[config.mk]
export PLATFORM = sky130hd
export DESIGN_NAME = lights_sequencer
export DESIGN_NICKNAME = d
export VERILOG_FILES = /design/src/rtl/lights_sequencer_pkg.sv /design/src/rtl/lights_sequencer_button_conditioner.sv /design/src/rtl/lights_sequencer.sv
export SDC_FILE = /design/constraint.sdc
export NUM_CORES = 1
export LEC_CHECK = 0
export CAP_MARGIN = 20
export CELL_PAD_IN_SITES_DETAIL_PLACEMENT = 1
export CELL_PAD_IN_SITES_GLOBAL_PLACEMENT = 2
export CORE_MARGIN = 1.5
export CORE_UTILIZATION = 28
export DETAILED_ROUTE_END_ITERATION = 12
export PLACE_DENSITY_LB_ADDON = 0.1
export SYNTH_ARGS = -nofsm -noshare
export SYNTH_HDL_FRONTEND = slang
export SYNTH_SLANG_ARGS = --single-unit
[constraint.sdc]
create_clock -name clk -period 3.5 [get_ports clk]
set_input_delay 0.35 -clock clk [delete_from_list [all_inputs] [get_ports clk]]
set_output_delay 0.35 -clock clk [all_outputs]
set_load 0.1 [all_outputs]
[src/rtl/lights_sequencer_pkg.sv]
// lights_pkg: shared types for the lights sequencer.
//   colour_e     : 3-bit state codes (code 7 unused)
//   MASK_*       : per-colour component masks, packed {R,G,B}
//   colour_mask  : state -> component mask
//   colour_step  : state + direction -> next state
package lights_pkg;

  typedef enum logic [2:0] {
    ST_OFF     = 3'd0,
    ST_RED     = 3'd1,
    ST_YELLOW  = 3'd2,
    ST_GREEN   = 3'd3,
    ST_CYAN    = 3'd4,
    ST_BLUE    = 3'd5,
    ST_MAGENTA = 3'd6
  } colour_e;

  localparam logic [2:0] MASK_OFF     = 3'b000;
  localparam logic [2:0] MASK_RED     = 3'b100;
  localparam logic [2:0] MASK_YELLOW  = 3'b110;
  localparam logic [2:0] MASK_GREEN   = 3'b010;
  localparam logic [2:0] MASK_CYAN    = 3'b011;
  localparam logic [2:0] MASK_BLUE    = 3'b001;
  localparam logic [2:0] MASK_MAGENTA = 3'b101;

  function automatic logic [2:0] colour_mask(input colour_e s);
    case (s)
      ST_RED:     colour_mask = MASK_RED;
      ST_YELLOW:  colour_mask = MASK_YELLOW;
      ST_GREEN:   colour_mask = MASK_GREEN;
      ST_CYAN:    colour_mask = MASK_CYAN;
      ST_BLUE:    colour_mask = MASK_BLUE;
      ST_MAGENTA: colour_mask = MASK_MAGENTA;
      default:    colour_mask = MASK_OFF;
    endcase
  endfunction

  // OFF (and the unused code) only ever leaves; the ring RED..MAGENTA wraps.
  function automatic colour_e colour_step(input colour_e s, input logic rev);
    if (!rev) begin
      case (s)
        ST_RED:    colour_step = ST_YELLOW;
        ST_YELLOW: colour_step = ST_GREEN;
        ST_GREEN:  colour_step = ST_CYAN;
        ST_CYAN:   colour_step = ST_BLUE;
        ST_BLUE:   colour_step = ST_MAGENTA;
        default:   colour_step = ST_RED;
      endcase
    end else begin
      case (s)
        ST_MAGENTA: colour_step = ST_BLUE;
        ST_BLUE:    colour_step = ST_CYAN;
        ST_CYAN:    colour_step = ST_GREEN;
        ST_GREEN:   colour_step = ST_YELLOW;
        ST_YELLOW:  colour_step = ST_RED;
        default:    colour_step = ST_MAGENTA;
      endcase
    end
  endfunction

endpackage

[src/rtl/lights_sequencer_button_conditioner.sv]
// button_conditioner: filters the raw button and emits a one-cycle rise pulse.
// Ports: clk, rst (async active-low), button (raw), rise (combinational pulse,
//        valid for the edge at which the filtered level is first seen high).
// Build option: LIGHTS_SEQUENCER_DEBOUNCE_EN -- filtered level only changes after
//   DEB_CYCLES consecutive raw samples at the new level (DEB_CYCLES extra latency).
//   Without it the filtered level is the raw button itself, sampled at the edge.
module button_conditioner #(
  parameter int unsigned DEB_CYCLES = 4
) (
  input  logic clk,
  input  logic rst,
  input  logic button,
  output logic rise
);

  if (DEB_CYCLES < 1) begin : g_deb_check
    $error("button_conditioner: DEB_CYCLES must be at least 1");
  end

  logic filt;
  logic filt_prev_q, filt_prev_d;
  logic armed_q, armed_d;

`ifdef LIGHTS_SEQUENCER_DEBOUNCE_EN
  localparam int unsigned DW = (DEB_CYCLES > 1) ? $clog2(DEB_CYCLES) : 1;
  localparam logic [DW-1:0] CNT_LAST = DW'(DEB_CYCLES - 1);

  logic          filt_q, filt_d;
  logic [DW-1:0] cnt_q, cnt_d;

  // cnt_q counts consecutive raw samples that disagree with the filtered level.
  always_comb begin
    filt_d = filt_q;
    cnt_d  = '0;
    if (button != filt_q) begin
      if (cnt_q == CNT_LAST) begin
        filt_d = button;
      end else begin
        cnt_d = cnt_q + 1'b1;
      end
    end
  end

  always_ff @(posedge clk or negedge rst) begin
    if (!rst) begin
      filt_q <= 1'b0;
      cnt_q  <= '0;
    end else begin
      filt_q <= filt_d;
      cnt_q  <= cnt_d;
    end
  end

  assign filt = filt_q;
`else
  assign filt = button;
`endif

  // armed_q blocks a button that is already held when reset releases: a rise
  // only counts once the raw button has been seen low since reset.
  always_comb begin
    filt_prev_d = filt;
    armed_d     = armed_q | ~button;
  end

  always_ff @(posedge clk or negedge rst) begin
    if (!rst) begin
      filt_prev_q <= 1'b0;
      armed_q     <= 1'b0;
    end else begin
      filt_prev_q <= filt_prev_d;
      armed_q     <= armed_d;
    end
  end

  assign rise = armed_q & filt & ~filt_prev_q;

endmodule

[src/rtl/lights_sequencer.sv]
// lights_sequencer: steps a colour state through OFF/RED/.../MAGENTA on button
// rising edges or a periodic auto tick, and drives a registered RGB light.
// Ports: clk, rst (async active-low), button (step request), dir (0 fwd, 1 rev),
//        auto_en (periodic step enable), sel (force white),
//        light [3*CW-1:0] {R,G,B}, colour_idx [2:0] (current state code).
// Build option: LIGHTS_SEQUENCER_DEBOUNCE_EN enables button debouncing.
//
// state   | meaning
// OFF     | after reset, never re-entered
// RED     | {1,0,0}
// YELLOW  | {1,1,0}
// GREEN   | {0,1,0}
// CYAN    | {0,1,1}
// BLUE    | {0,0,1}
// MAGENTA | {1,0,1}
module lights_sequencer
  import lights_pkg::*;
#(
  parameter int unsigned CW         = 8,
  parameter int unsigned PERIOD     = 50,
  parameter int unsigned DEB_CYCLES = 4
) (
  input  logic            clk,
  input  logic            rst,
  input  logic            button,
  input  logic            dir,
  input  logic            auto_en,
  input  logic            sel,
  output logic [3*CW-1:0] light,
  output logic [2:0]      colour_idx
);

  if (PERIOD < 2 || PERIOD > 65536) begin : g_period_check
    $error("lights_sequencer: PERIOD must be within 2..65536");
  end

  localparam int unsigned   TW     = $clog2(PERIOD);
  localparam logic [TW-1:0] T_LAST = TW'(PERIOD - 1);

  colour_e         state_q, state_d;
  logic [3*CW-1:0] light_q, light_d;
  logic [TW-1:0]   timer_q, timer_d;
  logic            btn_rise;
  logic            auto_tick;
  logic            step;
  logic [2:0]      mask;

  button_conditioner #(
    .DEB_CYCLES(DEB_CYCLES)
  ) u_btn (
    .clk   (clk),
    .rst   (rst),
    .button(button),
    .rise  (btn_rise)
  );

  // The timer counts sampled auto_en cycles; the edge it reaches PERIOD-1 is
  // the PERIOD-th one and fires the tick. Any step restarts it from zero, so a
  // coincident button edge and tick still produce a single step.
  always_comb begin
    auto_tick = auto_en && (timer_q == T_LAST);
    step      = btn_rise | auto_tick;
    state_d   = state_q;
    timer_d   = '0;
    if (step) begin
      state_d = colour_step(state_q, dir);
    end else if (auto_en) begin
      timer_d = timer_q + 1'b1;
    end
    mask    = colour_mask(state_d);
    light_d = sel ? '1 : {{CW{mask[2]}}, {CW{mask[1]}}, {CW{mask[0]}}};
  end

  always_ff @(posedge clk or negedge rst) begin
    if (!rst) begin
      state_q <= ST_OFF;
      light_q <= '0;
      timer_q <= '0;
    end else begin
      state_q <= state_d;
      light_q <= light_d;
      timer_q <= timer_d;
    end
  end

  assign light      = light_q;
  assign colour_idx = state_q;

endmodule

==> Word-level counts from Yosys, hierarchy flattened <==
Index checks and enable logic that the tools add are counted.
{ "totals": {"ff_bits": 35, "inputBits": 6, "output_inout_bits": 27} }
{ "op_classes": {"n_addsub": 1, "n_eq_ne": 13, "mux": 8, "n_bitwise": 6, "reduce_logical": 1} }
{ "op_table": {"columns": ["op", "n"], "rows": [
  ["3-bit case mux with 5 select lines", 2],
  ["24-bit two-way mux", 1],
  ["3-bit equality test, second input constant", 6],
  ["3-bit case mux with 6 select lines", 1],
  ["3-bit by 2-bit equality test with 1-bit output, second input constant", 4],
  ["6-bit two-way mux", 2],
  ["6-bit by 1-bit adder with 6-bit output, second input constant", 1],
  ["3-bit by 1-bit equality test with 1-bit output, second input constant", 2],
  ["6-bit equality test, second input constant", 1],
  ["3-bit two-way mux", 2],
  ["1-bit bitwise AND", 2],
  ["1-bit inverter", 2],
  ["1-bit OR", 2],
  ["1-bit logical AND", 1]
]} }

==> Depth between registers and ports, before layout <==
{ "logic_depth": {"depth_word": 7, "mapped_depth": 8, "depth_no_buf": 7} }

==> Modules after synthesis <==
Synthesis repeated with hierarchy kept, for this count alone.
{ "hier_totals": {"cells_unflattened": 102, "area_unflattened_um2": 952.2} }
{ "by_module_without_submodules": {"columns": ["mod", "instances", "cells_each", "area_each_um2", "seq_area_each_um2"], "rows": [
  ["lights_sequencer", 1, 98, 887.1, 300.3],
  ["button_conditioner", 1, 4, 65.1, 50.0]
]} }

==> Least setup slack after synthesis <==
Ideal clock, no wire load.
{ "synth_timing": {"path_type": "register to register", "startpoint": "register state_q[1], in the netlist colour_idx[1]", "endpoint": "register light_q[15], in the netlist light[15]", "t_arrival_ns": 2.882, "required_time_ns": 3.376, "setup_slack_ns": 0.494, "path_stages_with_launch": 9, "path_buffers": 1, "cell_sequence": "dfrtp_1 buf_2 inv_1 ha_1 or4b_1 a41o_1 a41oi_4 nor2b_1 a211o_1"} }
{ "synth_via": {"elab_chain_len": 7} }
{ "synth_rtl": {"columns": ["element", "line_no", "source"], "rows": [
  ["start, declared", "lights_sequencer.sv:40", "colour_e state_q, state_d;"],
  ["start signal, assigned", "lights_sequencer.sv:80", "state_q <= state_d;"],
  ["3-bit equality test (tied with other cells)", "lights_sequencer_pkg.sv:41, lights_sequencer_pkg.sv:50", null],
  ["3-bit case mux with 5 select lines (on tied branches)", "lights_sequencer_pkg.sv:41, lights_sequencer_pkg.sv:50", null],
  ["3-bit two-way mux", "lights_sequencer_pkg.sv:40", "if (!rev) begin"],
  ["3-bit two-way mux *", "lights_sequencer.sv:65", "if (step) begin"],
  ["named net state_d[1]", "lights_sequencer.sv:40", null],
  ["3-bit equality test (tied with other cells)", "lights_sequencer_pkg.sv:27", "case (s)"],
  ["3-bit case mux with 6 select lines *", "lights_sequencer_pkg.sv:27", null],
  ["24-bit two-way mux *", "lights_sequencer.sv:71", "light_d = sel ? '1 : {{CW{mask[2]}}, {CW{mask[1]}}, {CW{mask[0]}}};"],
  ["end signal, assigned", "lights_sequencer.sv:81", "light_q <= light_d;"],
  ["end, declared", "lights_sequencer.sv:41", "logic [3*CW-1:0] light_q, light_d;"]
]} }
The timed path passes the listed nets; every way through them passes the cells marked *.

==> Final worst setup path <==
Same ends and word-level chain as after synthesis.

==> impl_metrics.toml <==
[job]
maxCapViolCount = 0

[sta]
max_slew_margin_pct = 34.8
rsz0062_at_grt = "no"
fmax_mhz = 401
final_max_slew_viol_count = 0
hold_violations = 0
finalSetupViolCount = 0
fin_tns_setup_ps = 0
worst_pin_slew_ps = 976
fin_crit_sh_pct = 71.2
finClkSkew_ps = 3.65
holdWs_ps = 454
fin_ws_ps = 1010
period_needed_ps = 2490

[worst_setup_path]
path_class = "flip-flop to flip-flop"
crit_required_ps = 3660
crit_arrival_ps = 2650
crit_fanout = 10
worst_setup_path_end_kind = "flip-flop"
ff2ff_path_depth = 7
cp-start-kind = "flip-flop"

[cells_and_area]
final_common_cell = "clkdlybuf4s50_1"
drive_gt1_share_pct = 7.83
final_cell_mix = "32 x clkdlybuf4s50_1, 14 x dfrtp_1, 11 x nor2_1"
n_antenna_cell = 0
final_nets = 125
area.growth.synth_to_final_pct = 23.4

[global_routing]
grt-ovfl-total = 0
grt_pass1_vias = 729
grt_pass1_wl_um = 3530
grtUsageTotal_pct = 11.3
grt_max_degree = 15
antenna_found_initial = 0

[yosys]
syn_nets = 113
ys_seq_elements = 14
synth_area_leaders = "dfrtp_1 35%, buf_4 16%, nor2_1 4.2%, ha_1 3.8%, a41oi_4 2.8%"
synth_top_cell_area_share_pct = 35.4
synth_edf_count = 0
ys_warn_count = 0
syn_area_um2 = 990
yosysTopAreaCell = "dfrtp_1"
seq_area_frac_synth_pct = 35.4
yosysUniqueCellTypes = 39
synthCells = 104
ys_async_sr_fraction_pct = 100
synth-main-ff-cell = "dfrtp_1"
avgSynthCellArea_um2 = 9.52

[detailed_routing]
totalWireLength_um = 2040
drtIter0Drc = 32
drc = 0
wl_met1_um = 932
highest_layer = "met4"
first_pass_iters = 4
vias = 742
ant_nets = 0
met3_wirelength_um = 68
met2_length_um = 1030
routedWlPerCell_um = 12.7
vias_per_cell = 4.61

[floorplan]
die_area_um2 = 3900
start_util_pct = 29.4
die_y_um = 62.5
die_width_um = 62.5
ioPinCount = 33
std_cell_rows = 21
coreArea_um2 = 3360

[placed_design]
place_ws_ps = 1010
gp_congestion = 0.731
dp_hpwl_um = 1590
port_buffers = 32

[clock_network]
ctsResizeCount = 0
hold_buffers = 0
cts-root-buf = "clkbuf_4"
cts_buffers = 3
clock_sinks = 14
clk_latency_ps = 270
clockBufferDepth = 2
htreeDepth = 1
cts_tree = "yes"
clk_pin_slew_worst_paths_ps = 80
post_cts_buffers = 0

[min_path]
hold_path.class = "primary input to asynchronous set/reset pin"

[status]
outcome = "complete, no violations"
[routing by layer]
metal  GRT usage (%)  up-vias
li1                -      363
met1            13.5      363
met2            19.6       14
met3            1.98        2
met4            5.00        0
met5               0        -
[worst max-delay path: stages, from the launching register on]
cell	delay (ps)
dfrtp_1	500
inv_1	140
ha_1	400
or4b_1	490
a41o_1	280
a41oi_4	200
nor2b_1	80
a211o_1	290
[state kept, by name (all words and copies together), names as in the netlist]
| name | cells |
|---|---|
| timer_q | 6 |
| colour_idx | 3 |
| light | 3 |
| u_btn.armed_q | 1 |
| u_btn.filt_prev_q | 1 |
[synth_stat cells (3+ instances only)]
library cell / n
inv_1: 5
buf_4: 21
nor2_1: 11
ha_1: 3
nand3_1: 3
and3b_1: 3
dfrtp_1: 14
nand2_1: 5
[stage by stage]
step	std cells	utilization, %	cell area (um^2)
finish	161	36.3	1220
global placement	157	35.2	1180
detailed placement	157	35.2	1180
floorplan	104	-	990
CTS	161	36.3	1220
global route	161	36.3	1220
[kinds of logic after synthesis]
family / after synthesis / synth area share [%]
flip-flops: 14 / 35.4
adder cells (fa/ha/maj): 3 / 3.79
buffers and inverters: 30 / 20.4
AND/OR/NAND/NOR: 34 / 19.0
AO/OA/AOI/OAI: 19 / 18.0
XOR/XNOR: 4 / 3.54
[final cells by class]
cell class                      instances  area, um^2
Clock buffer                            4        36.3
Fill cell                             415        2140
Inverter                                5        18.8
Multi-Input combinational cell         60         438
Sequential cell                        14         350
Tap cell                               46        57.6
Timing Repair Buffer                   32         320
[final timing paths]
path	start	end	slack, ps
min in group clk	u_btn.armed_q$_DFF_PN0_	u_btn.armed_q$_DFF_PN0_	480
worst min register to register	u_btn.armed_q$_DFF_PN0_	u_btn.armed_q$_DFF_PN0_	480
worst min-delay path	rst	timer_q[0]$_DFF_PN0_	450
max in group asynchronous	rst	light[7]$_DFF_PN0_	2640
worst max register to register	colour_idx[1]$_DFF_PN0_	light[15]$_DFF_PN0_	1010
worst max-delay path	colour_idx[1]$_DFF_PN0_	light[15]$_DFF_PN0_	1010
Power is left out: the tool's default activity adds up to more than one toggle a clock period on the data nets, which glitch-free logic cannot reach.
